<file path="src/rtl/pic_interrupt_control.sv">
// -----------------------------------------------------------------------------
// pic_interrupt_control
//
// Interrupt control stage of an 8259-style PIC, downstream of the priority
// resolver. It runs the 8086-mode two-pulse INTA handshake, owns the
// in-service register and EOI processing, and feeds the isr and rotation
// point back to the resolver.
//
// Ports:
//   clk                  system clock, rising edge
//   rst_n                asynchronous active-low reset
//   interrupt_vector_i   one-hot request from the resolver, 0 = none
//   inta_n_i             CPU acknowledge, active low, synchronous to clk
//   vector_base_i        ICW2 T7..T3
//   eoi_i                one-cycle EOI command strobe
//   specific_eoi_i       1 = clear eoi_level_i, 0 = non-specific EOI
//   eoi_level_i          level addressed by a specific EOI
//   rotate_on_eoi_i      rotate lowest priority to the cleared level
//   int_o                interrupt request to the CPU
//   isr_o                in-service register
//   priority_rotate_o    current lowest-priority level
//   clear_irr_o          one-cycle one-hot pulse clearing the serviced IRR bit
//   data_out_o           vector byte
//   data_out_en_o        data bus drive enable
//
// Build option:
//   AUTO_EOI_EN  when defined, the rise ending the second INTA pulse clears
//                the in-service bit of the acknowledged level.
// -----------------------------------------------------------------------------
module pic_interrupt_control #(
  parameter int VECTOR_W = 8
) (
  input  logic                clk,
  input  logic                rst_n,
  input  logic [VECTOR_W-1:0] interrupt_vector_i,
  input  logic                inta_n_i,
  input  logic [4:0]          vector_base_i,
  input  logic                eoi_i,
  input  logic                specific_eoi_i,
  input  logic [2:0]          eoi_level_i,
  input  logic                rotate_on_eoi_i,
  output logic                int_o,
  output logic [VECTOR_W-1:0] isr_o,
  output logic [2:0]          priority_rotate_o,
  output logic [VECTOR_W-1:0] clear_irr_o,
  output logic [VECTOR_W-1:0] data_out_o,
  output logic                data_out_en_o
);

  localparam logic [VECTOR_W-1:0] ONE = {{(VECTOR_W-1){1'b0}}, 1'b1};

  typedef enum logic [1:0] {
    S_IDLE = 2'd0,
    S_REQ  = 2'd1,
    S_ACK1 = 2'd2,
    S_ACK2 = 2'd3
  } state_t;

  state_t              state_q;
  logic                inta_n_q;
  logic                int_q;
  logic [VECTOR_W-1:0] isr_q;
  logic [VECTOR_W-1:0] isr_d;
  logic [2:0]          prio_q;
  logic [2:0]          prio_d;
  logic [VECTOR_W-1:0] clear_irr_q;
  logic [VECTOR_W-1:0] data_out_q;
  logic                data_out_en_q;
  logic [2:0]          level_q;
`ifdef AUTO_EOI_EN
  logic                spurious_q;
`endif

  logic                fall;
  logic                rise;
  logic                vec_any;
  logic [2:0]          req_lvl;
  logic [VECTOR_W-1:0] set_mask;
  logic                eoi_hit;
  logic [2:0]          eoi_lvl;
  logic [3:0]          rot_res;
  logic [VECTOR_W-1:0] eoi_mask;
  logic [VECTOR_W-1:0] auto_mask;

  // Index of the lowest set bit; 7 when nothing is set.
  function automatic logic [2:0] lowest_idx(input logic [VECTOR_W-1:0] v);
    lowest_idx = 3'd7;
    for (int i = VECTOR_W - 1; i >= 0; i--) begin
      if (v[i]) lowest_idx = i[2:0];
    end
  endfunction

  // Non-specific EOI target: first set isr bit starting one above the
  // lowest-priority level and wrapping. Returns {found, level}.
  function automatic logic [3:0] rot_search(input logic [VECTOR_W-1:0] v,
                                            input logic [2:0]          prio);
    logic       found;
    logic [2:0] idx;
    logic [2:0] sel;
    found = 1'b0;
    sel   = 3'd0;
    for (int i = 0; i < VECTOR_W; i++) begin
      idx = prio + 3'd1 + i[2:0];
      if (!found && v[idx]) begin
        found = 1'b1;
        sel   = idx;
      end
    end
    rot_search = {found, sel};
  endfunction

  assign fall    = inta_n_q & ~inta_n_i;
  assign rise    = ~inta_n_q & inta_n_i;
  assign vec_any = |interrupt_vector_i;
  assign req_lvl = lowest_idx(interrupt_vector_i);
  assign rot_res = rot_search(isr_q, prio_q);

  always_comb begin
    set_mask = '0;
    if (state_q == S_REQ && fall && vec_any) set_mask = ONE << req_lvl;

    // EOI selection always looks at the isr before this cycle's set.
    eoi_hit = 1'b0;
    eoi_lvl = 3'd0;
    if (eoi_i) begin
      if (specific_eoi_i) begin
        eoi_hit = isr_q[eoi_level_i];
        eoi_lvl = eoi_level_i;
      end else begin
        eoi_hit = rot_res[3];
        eoi_lvl = rot_res[2:0];
      end
    end
    eoi_mask = eoi_hit ? (ONE << eoi_lvl) : '0;

    auto_mask = '0;
`ifdef AUTO_EOI_EN
    if (state_q == S_ACK2 && rise && !spurious_q) auto_mask = ONE << level_q;
`endif

    // OR-ing the set last lets a same-cycle set win over an EOI clear.
    isr_d  = (isr_q & ~eoi_mask & ~auto_mask) | set_mask;
    prio_d = (eoi_hit && rotate_on_eoi_i) ? eoi_lvl : prio_q;
  end

  always_ff @(posedge clk or negedge rst_n) begin
    if (!rst_n) begin
      state_q       <= S_IDLE;
      inta_n_q      <= 1'b1;
      int_q         <= 1'b0;
      isr_q         <= '0;
      prio_q        <= 3'd7;
      clear_irr_q   <= '0;
      data_out_q    <= '0;
      data_out_en_q <= 1'b0;
      level_q       <= 3'd7;
`ifdef AUTO_EOI_EN
      spurious_q    <= 1'b0;
`endif
    end else begin
      inta_n_q    <= inta_n_i;
      isr_q       <= isr_d;
      prio_q      <= prio_d;
      clear_irr_q <= '0;
      case (state_q)
        S_IDLE: begin
          // inta_n activity here is ignored; only a request moves us on.
          if (vec_any) begin
            int_q   <= 1'b1;
            state_q <= S_REQ;
          end
        end
        S_REQ: begin
          if (fall) begin
            int_q   <= 1'b0;
            state_q <= S_ACK1;
            if (vec_any) begin
              level_q     <= req_lvl;
              clear_irr_q <= set_mask;
`ifdef AUTO_EOI_EN
              spurious_q  <= 1'b0;
`endif
            end else begin
              // Request vanished under the acknowledge: answer with IR7.
              level_q     <= 3'd7;
`ifdef AUTO_EOI_EN
              spurious_q  <= 1'b1;
`endif
            end
          end else if (!vec_any) begin
            int_q   <= 1'b0;
            state_q <= S_IDLE;
          end
        end
        S_ACK1: begin
          // inta_n is low on entry, so a fall implies the rise already passed.
          if (fall) begin
            data_out_q    <= {vector_base_i, level_q};
            data_out_en_q <= 1'b1;
            state_q       <= S_ACK2;
          end
        end
        S_ACK2: begin
          if (rise) begin
            data_out_en_q <= 1'b0;
            state_q       <= S_IDLE;
          end
        end
        default: state_q <= S_IDLE;
      endcase
    end
  end

  assign int_o             = int_q;
  assign isr_o             = isr_q;
  assign priority_rotate_o = prio_q;
  assign clear_irr_o       = clear_irr_q;
  assign data_out_o        = data_out_q;
  assign data_out_en_o     = data_out_en_q;

endmodule
</file>
<file path="config.mk">
export PLATFORM = sky130hd
export DESIGN_NAME = pic_interrupt_control
export DESIGN_NICKNAME = d
export VERILOG_FILES = /design/src/rtl/pic_interrupt_control.sv
export SDC_FILE = /design/constraint.sdc
export NUM_CORES = 1
export LEC_CHECK = 0
export CAP_MARGIN = 20
export CORE_UTILIZATION = 35
export CTS_BUF_LIST = sky130_fd_sc_hd__clkbuf_16
export CTS_CLUSTER_SIZE = 20
export DETAILED_ROUTE_END_ITERATION = 8
export HOLD_SLACK_MARGIN = 0.02
export SLEW_MARGIN = 20
export SYNTH_ARGS = -nofsm -noshare
export SYNTH_HDL_FRONTEND = slang
export SYNTH_SLANG_ARGS = --single-unit
</file>
<file path="constraint.sdc">
create_clock -name clk -period 7.15 [get_ports clk]
set_clock_uncertainty 0.15 [all_clocks]
set_input_delay 1.43 -clock clk [delete_from_list [all_inputs] [get_ports clk]]
set_output_delay 1.43 -clock clk [all_outputs]
set_load 0.02 [all_outputs]
</file>
==> impl_metrics.ini <==
[grt]
wire_length_of_the_first_global_routing_pass_mm = 11.8
grt_pass1_vias = 2334
globalRouteTotalUtil = 0.181
grt_remaining_overflow = 0
number_of_antenna_violations_at_the_first_check_in_global_routing = 0
grt_start_max_net_pins = 36

[cts]
cts.sink_count = 35
cts_resized = 0
cts_made_buffers = 5
path_clk_slew_ns = 0.06
clock_tree_from_tritoncts = yes
clock_insertion_delay_worst_skew_ns = 0.27
cts_h_tree_depth = 2
hold_buffers = 0
cts_setup_buffers = 0
cts-root-to-sink-buffers = 2
cell_at_the_root_of_the_clock_tree = sky130_fd_sc_hd__clkbuf_16

[timing]
final_hold_viol_count = 0
final_min_period_ns = 5.39
timing.setup.tns_ns = 0
finalWorstSetupSlack_ns = 1.76
tightestPinTransition_ns = 1.01
hold-worst-slack_ns = 0.323
unrepaired_setup_endpoints_after_global_routing = false
setup_viol = 0
report.final.slew_viol_count = 0
fmaxAchievable_mhz = 185
timing.final.crit_share = 0.754
timing.max_slew.rel_slack = 0.329

[setup_path]
r2r_start = priority_rotate_o[0]$_DFFE_PN1P_
arrival_ns = 5.39
critPathKind = flop to flop
launching_element_type_of_the_critical_path = flop
crit_path_end_kind = flop
critical_path.max_fanout = 30
timing.critical_path.max_delay_family = simple AND/OR/NAND/NOR gates
timing.critical_path.buf_inv = 1
critical-path-slowest-cell = sky130_fd_sc_hd__ha_1
crit_path_cell_trace = clkinv_1 -> ha_1 -> xor3_1 -> or3b_4 -> a2111oi_4 -> a21oi_2 -> and4_4 -> or3_1 -> o41ai_1 -> nand2b_1
worstSetupStartpoint = priority_rotate_o[0]$_DFFE_PN1P_
critical_path.max_stage_delay_ns = 1.07
critical_path_required_time_ns = 7.15

[die]
fp.dieW_um = 90.3
initial_utilization = 0.369
row_count = 31
die-height_um = 90.3
fp.coreArea_um2 = 7410
pin_count = 51
die-area_um2 = 8160

[pwr]
sw_frac_of_total = 0.455
net-switching-power_w = 0.000779
seq_power_share = 0.223
power_report.internal_total_w = 0.000932
clock_power_share = 0.144
pwr_dens_nw_per_um2 = 497
vdd_drop_max_mv = 0.161
power.leakage_nw = 1.34
power_w = 0.00171
combPwrFrac = 0.633

[placed_design]
place.gp.congestion = 0.910
place.detailed.hpwl_mm = 5.43
placement.setup.worst_slack_ns = 1.75
numPortBuffers = 50
dp.cells = 410

[route]
wl_met2_mm = 3.29
vias = 2411
drcViolationCount = 0
postRouteAntennaNets = 0
wire_length_on_met3_um = 626
totalWireLength_mm = 7.29
highest-signal-layer = met4
detail_route.wl_per_cell_um = 17.4
dr.pass1.iters = 4
met1Wirelength_mm = 3.26
drt-initial-drc-count = 217
route.detailed.vias_per_inst = 5.77

[layout]
flow.area_growth_from_synthesis_pct = 26.1
multiInputGateArea_um2 = 1730
final_nets = 342
filler_cell_count = 694
layout-drive-gt1-share = 0.176
seqCellArea_um2 = 885
final_cell_count_without_fillers = 418
antenna_cells_inserted = 0

[synth]
synth_area_leader_cell = sky130_fd_sc_hd__dfrtp_1
synth-main-ff-cell = sky130_fd_sc_hd__dfrtp_1
asyncSetResetFlopFracSynth = 1.00
postSynthCellCount = 276
netlist_top_cells_area = sky130_fd_sc_hd__dfrtp_1 26%, sky130_fd_sc_hd__mux4_2 9.9%, sky130_fd_sc_hd__mux2_2 7.4%, sky130_fd_sc_hd__dfstp_2 6.7%, sky130_fd_sc_hd__nor2_1 3.6%
synth_cell_type_count = 64
synth_common_cells = 28 x sky130_fd_sc_hd__dfrtp_1, 26 x sky130_fd_sc_hd__nor2_1, 19 x sky130_fd_sc_hd__nand2_1
synth-edff-count = 0
synthesis.area_per_instance_um2 = 9.89
netlist.area_leader.share = 0.257
postSynthRegisterBits = 35
post-synth-top-count-cell = sky130_fd_sc_hd__dfrtp_1
synthesis.nets = 300
ys_seq_area_frac = 0.324
synth-warning-count = 0
synth.cell_area_um2 = 2730

[min_path]
min-delay-start = level_q[2]$_DFFE_PN1P_
timing.hold.worst.class = flop to flop

[run]
timing.max_cap.violations = 0

[run_status]
status = finished clean
[kinds of logic (layout without fill, tap and decap cells)]
family          Yosys count  after routing  synth area share
mux                      39             39             0.213
fa+ha+maj                 2              2           0.00916
buf+inv                  24             67            0.0435
flops                    35             35             0.324
xor+xnor                  4              4            0.0234
compound gates           71             71             0.189
simple gates            101            101             0.198
[power by group through the flow]
stage                     Sequential [W]  Clock, W  Combinational, W
after global placement          0.000379         0           0.00107
after global routing            0.000395  0.000262           0.00117
after detailed placement        0.000385         0           0.00107
final                           0.000382  0.000246           0.00108
after CTS                       0.000382  0.000251           0.00107
after floorplan                 0.000363         0          0.000820
[metal layers]
layer | GRT usage | up-vias
met1 | 0.249 | 1151
met3 | 0.0556 | 10
li1 | - | 1152
met5 | 0 | -
met2 | 0.277 | 98
met4 | 0.0430 | 0
[worst reg2reg max path, stage by stage (launching register included)]
cell and delay (ns):
sky130_fd_sc_hd__dfstp_2 0.91, sky130_fd_sc_hd__clkinv_1 0.41, sky130_fd_sc_hd__ha_1 1.07, sky130_fd_sc_hd__xor3_1 0.66, sky130_fd_sc_hd__or3b_4 0.42, sky130_fd_sc_hd__a2111oi_4 0.36, sky130_fd_sc_hd__a21oi_2 0.11, sky130_fd_sc_hd__and4_4 0.20
sky130_fd_sc_hd__or3_1 0.47, sky130_fd_sc_hd__o41ai_1 0.40, sky130_fd_sc_hd__nand2b_1 0.09
[path summary, 6_finish.rpt]
check	slack, ns	cells after the start	to
setup / recovery	1.76	10	isr_o[3]$_DFF_PN0_
hold / removal	0.32	2	level_q[2]$_DFFE_PN1P_
setup reg to reg	1.76	10	isr_o[3]$_DFF_PN0_
hold reg to reg	0.32	2	level_q[2]$_DFFE_PN1P_
max in group asynchronous	5.10	2	priority_rotate_o[2]$_DFFE_PN1P_
min in group asynchronous	1.40	2	data_out_o[7]$_DFFE_PN0P_
[placed cells by master, fill, tap and decap left out, types with 3 or more instances in the layout]
cell | Yosys | routed
sky130_fd_sc_hd__mux2_2 | 18 | 18
sky130_fd_sc_hd__o41ai_1 | 7 | 7
sky130_fd_sc_hd__dfstp_2 | 7 | 7
sky130_fd_sc_hd__nor4_1 | 7 | 7
sky130_fd_sc_hd__a31oi_1 | 5 | 5
sky130_fd_sc_hd__clkbuf_16 | 0 | 5
sky130_fd_sc_hd__o31ai_1 | 3 | 3
sky130_fd_sc_hd__o21ai_0 | 10 | 10
sky130_fd_sc_hd__nor3_1 | 7 | 7
sky130_fd_sc_hd__dfrtp_1 | 28 | 28
sky130_fd_sc_hd__nor4b_1 | 3 | 3
sky130_fd_sc_hd__nand2_1 | 19 | 19
sky130_fd_sc_hd__nand3_1 | 5 | 5
sky130_fd_sc_hd__o21ai_1 | 3 | 3
sky130_fd_sc_hd__nor2_1 | 26 | 26
sky130_fd_sc_hd__nand2b_1 | 9 | 9
sky130_fd_sc_hd__a21oi_1 | 15 | 15
sky130_fd_sc_hd__a21o_1 | 3 | 3
sky130_fd_sc_hd__nor2b_1 | 4 | 4
sky130_fd_sc_hd__nand4_1 | 3 | 3
sky130_fd_sc_hd__mux4_2 | 12 | 12
sky130_fd_sc_hd__inv_1 | 7 | 7
sky130_fd_sc_hd__clkdlybuf4s50_1 | 0 | 50
sky130_fd_sc_hd__mux2i_1 | 7 | 7
[layout make-up]
class,count,area share
Sequential cell,35,0.257
Inverter,8,0.00872
Tap cell,99,0.0360
Multi-Input combinational cell,217,0.502
Timing Repair Buffer,51,0.148
Clock buffer,5,0.0364
Clock inverter,3,0.0127
[stage by stage]
| stage | util | cell area [um^2] |
|---|---|---|
| floorplan | - | 2730 |
| global placement | 0.442 | 3270 |
| detailed placement | 0.442 | 3270 |
| CTS | 0.465 | 3440 |
| global route | 0.465 | 3440 |
| finish | 0.465 | 3440 |
[registers in the layout (all words and copies together) (netlist names), named ones only]
register	count
clear_irr_o	8
data_out_o	8
isr_o	8
level_q	3
priority_rotate_o	3
data_out_en_o	1
int_o	1
inta_n_q	1
state_q	1
Note: power is estimated with default switching activity, not from simulation.
